$ cat config.mk
export PLATFORM = sky130hd
export DESIGN_NAME = imem_fetch_ctrl
export DESIGN_NICKNAME = d
export VERILOG_FILES = /design/src/rtl/imem_fetch_ctrl.sv
export SDC_FILE = /design/constraint.sdc
export NUM_CORES = 1
export LEC_CHECK = 0
export CELL_PAD_IN_SITES_DETAIL_PLACEMENT = 0
export CELL_PAD_IN_SITES_GLOBAL_PLACEMENT = 1
export CORE_AREA = 2 2 105 107
export CTS_BUF_LIST = sky130_fd_sc_hd__clkbuf_16
export CTS_CLUSTER_DIAMETER = 150
export DETAILED_ROUTE_END_ITERATION = 7
export DIE_AREA = 0 0 107 109
export PLACE_DENSITY_LB_ADDON = 0.1
export SKIP_CTS_REPAIR_TIMING = 1
export SLEW_MARGIN = 20
export SYNTH_ARGS = -nofsm -noshare
export SYNTH_HDL_FRONTEND = slang
export SYNTH_SLANG_ARGS = --single-unit
$ cat constraint.sdc
create_clock -name clk -period 3.65 [get_ports clk]
set_input_delay 0.5475 -clock clk [delete_from_list [all_inputs] [get_ports clk]]
set_output_delay 0.5475 -clock clk [all_outputs]
set_load 0.01 [all_outputs]
$ cat src/rtl/imem_fetch_ctrl.sv
// Instruction-fetch sequencer: owns the fetch PC, drives the async instruction
// memory and queues fetched words with their PCs in a small FIFO toward decode.
module imem_fetch_ctrl #(
    parameter int unsigned PC_W      = 16,
    parameter int unsigned INSTR_W   = 16,
    parameter int unsigned MEM_WORDS = 256,
    parameter int unsigned DEPTH     = 2,
    parameter int unsigned RESET_PC  = 0
) (
    input  logic                      clk,
    input  logic                      rst_n,
    input  logic                      en,
    output logic [PC_W-1:0]           imem_pc,
    input  logic [INSTR_W-1:0]        imem_instr,
    input  logic                      redir_valid,
    input  logic [PC_W-1:0]           redir_pc,
    output logic                      out_valid,
    input  logic                      out_ready,
    output logic [INSTR_W-1:0]        out_instr,
    output logic [PC_W-1:0]           out_pc,
    output logic [$clog2(DEPTH):0]    fifo_count
);

    localparam int unsigned AW = $clog2(DEPTH);
    localparam logic [AW:0] CNT_FULL = (AW+1)'(DEPTH);

    typedef enum logic [1:0] {
        IDLE,
        FETCH,
        REDIR
    } state_t;

    state_t               r_state;
    state_t               w_state_nxt;
    logic [PC_W-1:0]      r_fetch_pc;
    logic [PC_W-1:0]      w_pc_inc;
    logic [PC_W-1:0]      w_redir_tgt;
    logic [INSTR_W-1:0]   r_instr_mem [DEPTH];
    logic [PC_W-1:0]      r_pc_mem    [DEPTH];
    logic [AW-1:0]        r_rd_ptr;
    logic [AW-1:0]        r_wr_ptr;
    logic [AW:0]          r_count;
    logic                 w_push;
    logic                 w_pop;

    // Redirect targets beyond the memory depth fold back into range.
    assign w_redir_tgt = PC_W'(32'(redir_pc) % MEM_WORDS);
    assign w_pc_inc    = (r_fetch_pc == PC_W'(MEM_WORDS - 1)) ? '0 : r_fetch_pc + PC_W'(1);

    always_comb begin
        w_state_nxt = r_state;
        w_pop       = 1'b0;
        w_push      = 1'b0;

        w_pop = (r_count != '0) && out_ready;

        if (redir_valid) begin
            w_state_nxt = REDIR;
        end else begin
            case (r_state)
                IDLE:    w_state_nxt = en ? FETCH : IDLE;
                FETCH:   w_state_nxt = en ? FETCH : IDLE;
                REDIR:   w_state_nxt = en ? FETCH : IDLE;
                default: w_state_nxt = IDLE;
            endcase
        end

        // A full FIFO still accepts a fetch when its head leaves this cycle.
        if (r_state == FETCH && !redir_valid && ((r_count < CNT_FULL) || w_pop)) begin
            w_push = 1'b1;
        end
    end

    always_ff @(posedge clk or negedge rst_n) begin
        if (!rst_n) begin
            r_state    <= IDLE;
            r_fetch_pc <= PC_W'(RESET_PC);
            r_rd_ptr   <= '0;
            r_wr_ptr   <= '0;
            r_count    <= '0;
        end else begin
            r_state <= w_state_nxt;
            if (redir_valid) begin
                r_fetch_pc <= w_redir_tgt;
                r_rd_ptr   <= '0;
                r_wr_ptr   <= '0;
                r_count    <= '0;
            end else begin
                if (w_push) begin
                    r_fetch_pc <= w_pc_inc;
                    r_wr_ptr   <= r_wr_ptr + AW'(1);
                end
                if (w_pop) begin
                    r_rd_ptr <= r_rd_ptr + AW'(1);
                end
                case ({w_push, w_pop})
                    2'b10:   r_count <= r_count + (AW+1)'(1);
                    2'b01:   r_count <= r_count - (AW+1)'(1);
                    default: r_count <= r_count;
                endcase
            end
        end
    end

    always_ff @(posedge clk) begin
        if (w_push) begin
            r_instr_mem[r_wr_ptr] <= imem_instr;
            r_pc_mem[r_wr_ptr]    <= r_fetch_pc;
        end
    end

    assign imem_pc    = r_fetch_pc;
    assign fifo_count = r_count;
    assign out_valid  = (r_count != '0);
    assign out_instr  = out_valid ? r_instr_mem[r_rd_ptr] : '0;
    assign out_pc     = out_valid ? r_pc_mem[r_rd_ptr]    : '0;

endmodule

==> results_dict.tcl <==
set metrics [dict create \
    final.period_utilization 0.7940 \
    nNetsFinal 401 \
    r2r_cells 6 \
    ir_drop_v 0.0002325 \
    area_growth_pct 35.93 \
    worst_slew_pin_slew_ns 0.9165 \
    synthArstFlopShare 0.2558 \
    clkSinkCount 86 \
    tns_ns 0 \
    r2r-start "imem_pc[0]" \
    grt_usage 0.1524 \
    ff2ff_setup_slack_ns 1.22 \
    wl_per_cell_um 15.79 \
    slew_viol_final 0 \
    drt_iter0_markers 96 \
    cts.path.max_buffers 2 \
    vias 2437 \
    max_freq_mhz 345.1 \
    port-buffer-count 79 \
    cts_root_buffer "clkbuf_16" \
    synthFlopType "edfxtp_1" \
    gp_congestion 0.7583 \
    relSlewSlack 0.3890 \
    cts_buffers 9 \
    grt_pass1_vias 2455 \
    critPathMaxFanout 29 \
    die-area_um2 11660 \
    core_area_um2 10600 \
    first_pass_iters 4 \
    post_synth_instance_area_um2 3685 \
    clock_latency_ns 0.34 \
    syn_nets 317 \
    max-cap-violations 0 \
    hp-class "in2async" \
    htreeDepth 3 \
    grt_max_degree 32 \
    setup_slack_ns 0.7519 \
    finalSetupViolCount 0 \
    worstPathRequired_ns 3.10 \
    drc 0 \
    final-hold-violation-count 0 \
    min_period_ns 2.898 \
    die_w_um 107 \
    reg2reg_to "imem_pc[3]" \
    synth_cell_types 39 \
    crit_path_end_kind "output port" \
    crit_path_start_kind "register" \
    grt_pass1_wl_mm 13.13 \
    rsz0062_at_grt "false" \
    syn_inst 279 \
    clk_pin_slew_ns 0.06 \
    fp.dieH_um 109 \
    crit_type "reg2out" \
    skew_ns 0.005806 \
    powerDensity_nw_per_um2 459.0 \
    p_leak_nw 1.665 \
    avgSynthCellArea_um2 13.21 \
    ys_seq_area_frac 0.6710 \
    ys_warn_count 0 \
    drt-vias-per-instance 4.797 \
    dp_hpwl_mm 5.212 \
    antenna_found_initial 0 \
    status "finished clean" \
    ant_nets 0 \
    yosys_register_bits 86 \
    totalWireLength_mm 8.023 \
    initial_core_util 0.3475 \
    startpoint "r_rd_ptr" \
    synth_edf_count 64 \
    arrival_ns 2.35 \
    rows 38 \
    grt-ovfl-total 0 \
    num_io_pins 88 \
    antenna_cells 0 \
    cts_tree "done" \
    dpl_worst_slack_ns 1.084 \
    drive_gt1_frac 0.09783 \
]
-- how the worst max path moves through the flow --
stage,endpoint,slack [ns]
6_report,out_instr[14],0.75
3_5_place_dp,out_instr[14],1.08
4_1_cts,out_instr[14],0.71
2_1_floorplan,r_instr_mem[1][0],0.90
3_3_place_gp,out_instr[14],1.09
5_1_grt,out_instr[12],0.60
-- worst max-delay path, stage by stage, from the launching register on --
cell and delay (ns):
dfrtp_2 0.97, buf_4 0.30, mux2i_1 0.20, nor2_1 0.05, clkdlybuf4s50_1 0.48
-- routing by layer --
layer | vias up | GRT usage | part of all wire
met1 | 1167 | 0.2096 | 0.48
met4 | 0 | 0.07514 | 0.020
met3 | 11 | 0.02929 | 0.044
met5 | - | 0 | 0
li1 | 1195 | - | -
met2 | 64 | 0.2320 | 0.46
-- sequential cells by signal, indices dropped and copies added, names as in the netlist --
register and cells:
r_instr_mem 32, r_pc_mem 32, imem_pc 16, fifo_count 2, r_state 2, r_rd_ptr 1, r_wr_ptr 1
-- area by class of cell --
class	instances	area, µm²
clock buffer	9	225.2
clock inverter	7	120.1
fill	962	5594
inverter	6	22.52
multi-input combinational	174	1154
sequential	86	2474
tap	140	175.2
timing repair buffer	86	838.3
-- cell families (layout without fill, tap and decap cells) --
| logic type | Yosys count | in the layout | share of synthesized area |
|---|---|---|---|
| AND/OR/NAND/NOR | 91 | 91 | 0.1314 |
| flip-flops | 86 | 86 | 0.6710 |
| AO/OA/AOI/OAI | 43 | 43 | 0.06792 |
| multiplexers | 32 | 32 | 0.08693 |
| buffers and inverters | 19 | 108 | 0.02275 |
| XOR/XNOR | 7 | 7 | 0.01664 |
| adder cells (fa/ha/maj) | 1 | 1 | 0.003395 |
-- through the flow --
step	hold slack [ns]	cell area (µm²)	total power, mW	util	cells
after global placement	0.4508	4668	1.277	0.4403	492
after detailed placement	0.4571	4663	1.278	0.4398	492
after CTS	0.2099	5009	2.327	0.4724	508
after global routing	0.2322	5009	2.386	0.4724	508
final	0.1920	5009	2.299	0.4724	508
after floorplan	0.2519	3695	1.178	-	279
-- cells in the mapped netlist, types with 3 or more instances --
cell type | count | area share
a21oi_1 | 16 | 0.022
o21ai_0 | 11 | 0.015
buf_2 | 4 | 0.0054
o21ai_1 | 8 | 0.011
nand3_1 | 5 | 0.0068
clkbuf_1 | 7 | 0.0071
xor2_1 | 3 | 0.0071
xnor2_1 | 4 | 0.0095
inv_1 | 6 | 0.0061
or3_1 | 3 | 0.0051
nand4_1 | 3 | 0.0051
dfrtp_1 | 22 | 0.15
nor3_1 | 7 | 0.0095
nand3b_1 | 3 | 0.0061
mux2i_1 | 32 | 0.087
nor2_1 | 40 | 0.041
nand2_1 | 14 | 0.014
edfxtp_1 | 64 | 0.52
-- cells in the final DEF, fill, tap and decap left out, types with 3 or more instances in the layout --
master            n
clkdlybuf4s50_1  78
edfxtp_1         64
nor2_1           39
mux2i_1          32
dfrtp_1          21
a21oi_1          16
nand2_1          14
o21ai_0          11
clkbuf_16         9
o21ai_1           8
buf_4             7
inv_1             6
nor3_1            6
nand3_1           5
xnor2_1           4
nand4_1           3
nand3b_1          3
or3_1             3
xor2_1            3
bufinv_16         3
-- where the power goes --
| group | switching (mW) | total, mW | internal [mW] |
|---|---|---|---|
| clock | 0.374 | 1.04 | 0.671 |
| combinational | 0.0694 | 0.153 | 0.0832 |
| sequential | 0.0304 | 1.10 | 1.07 |
Note: power is estimated with default switching activity, not from simulation.
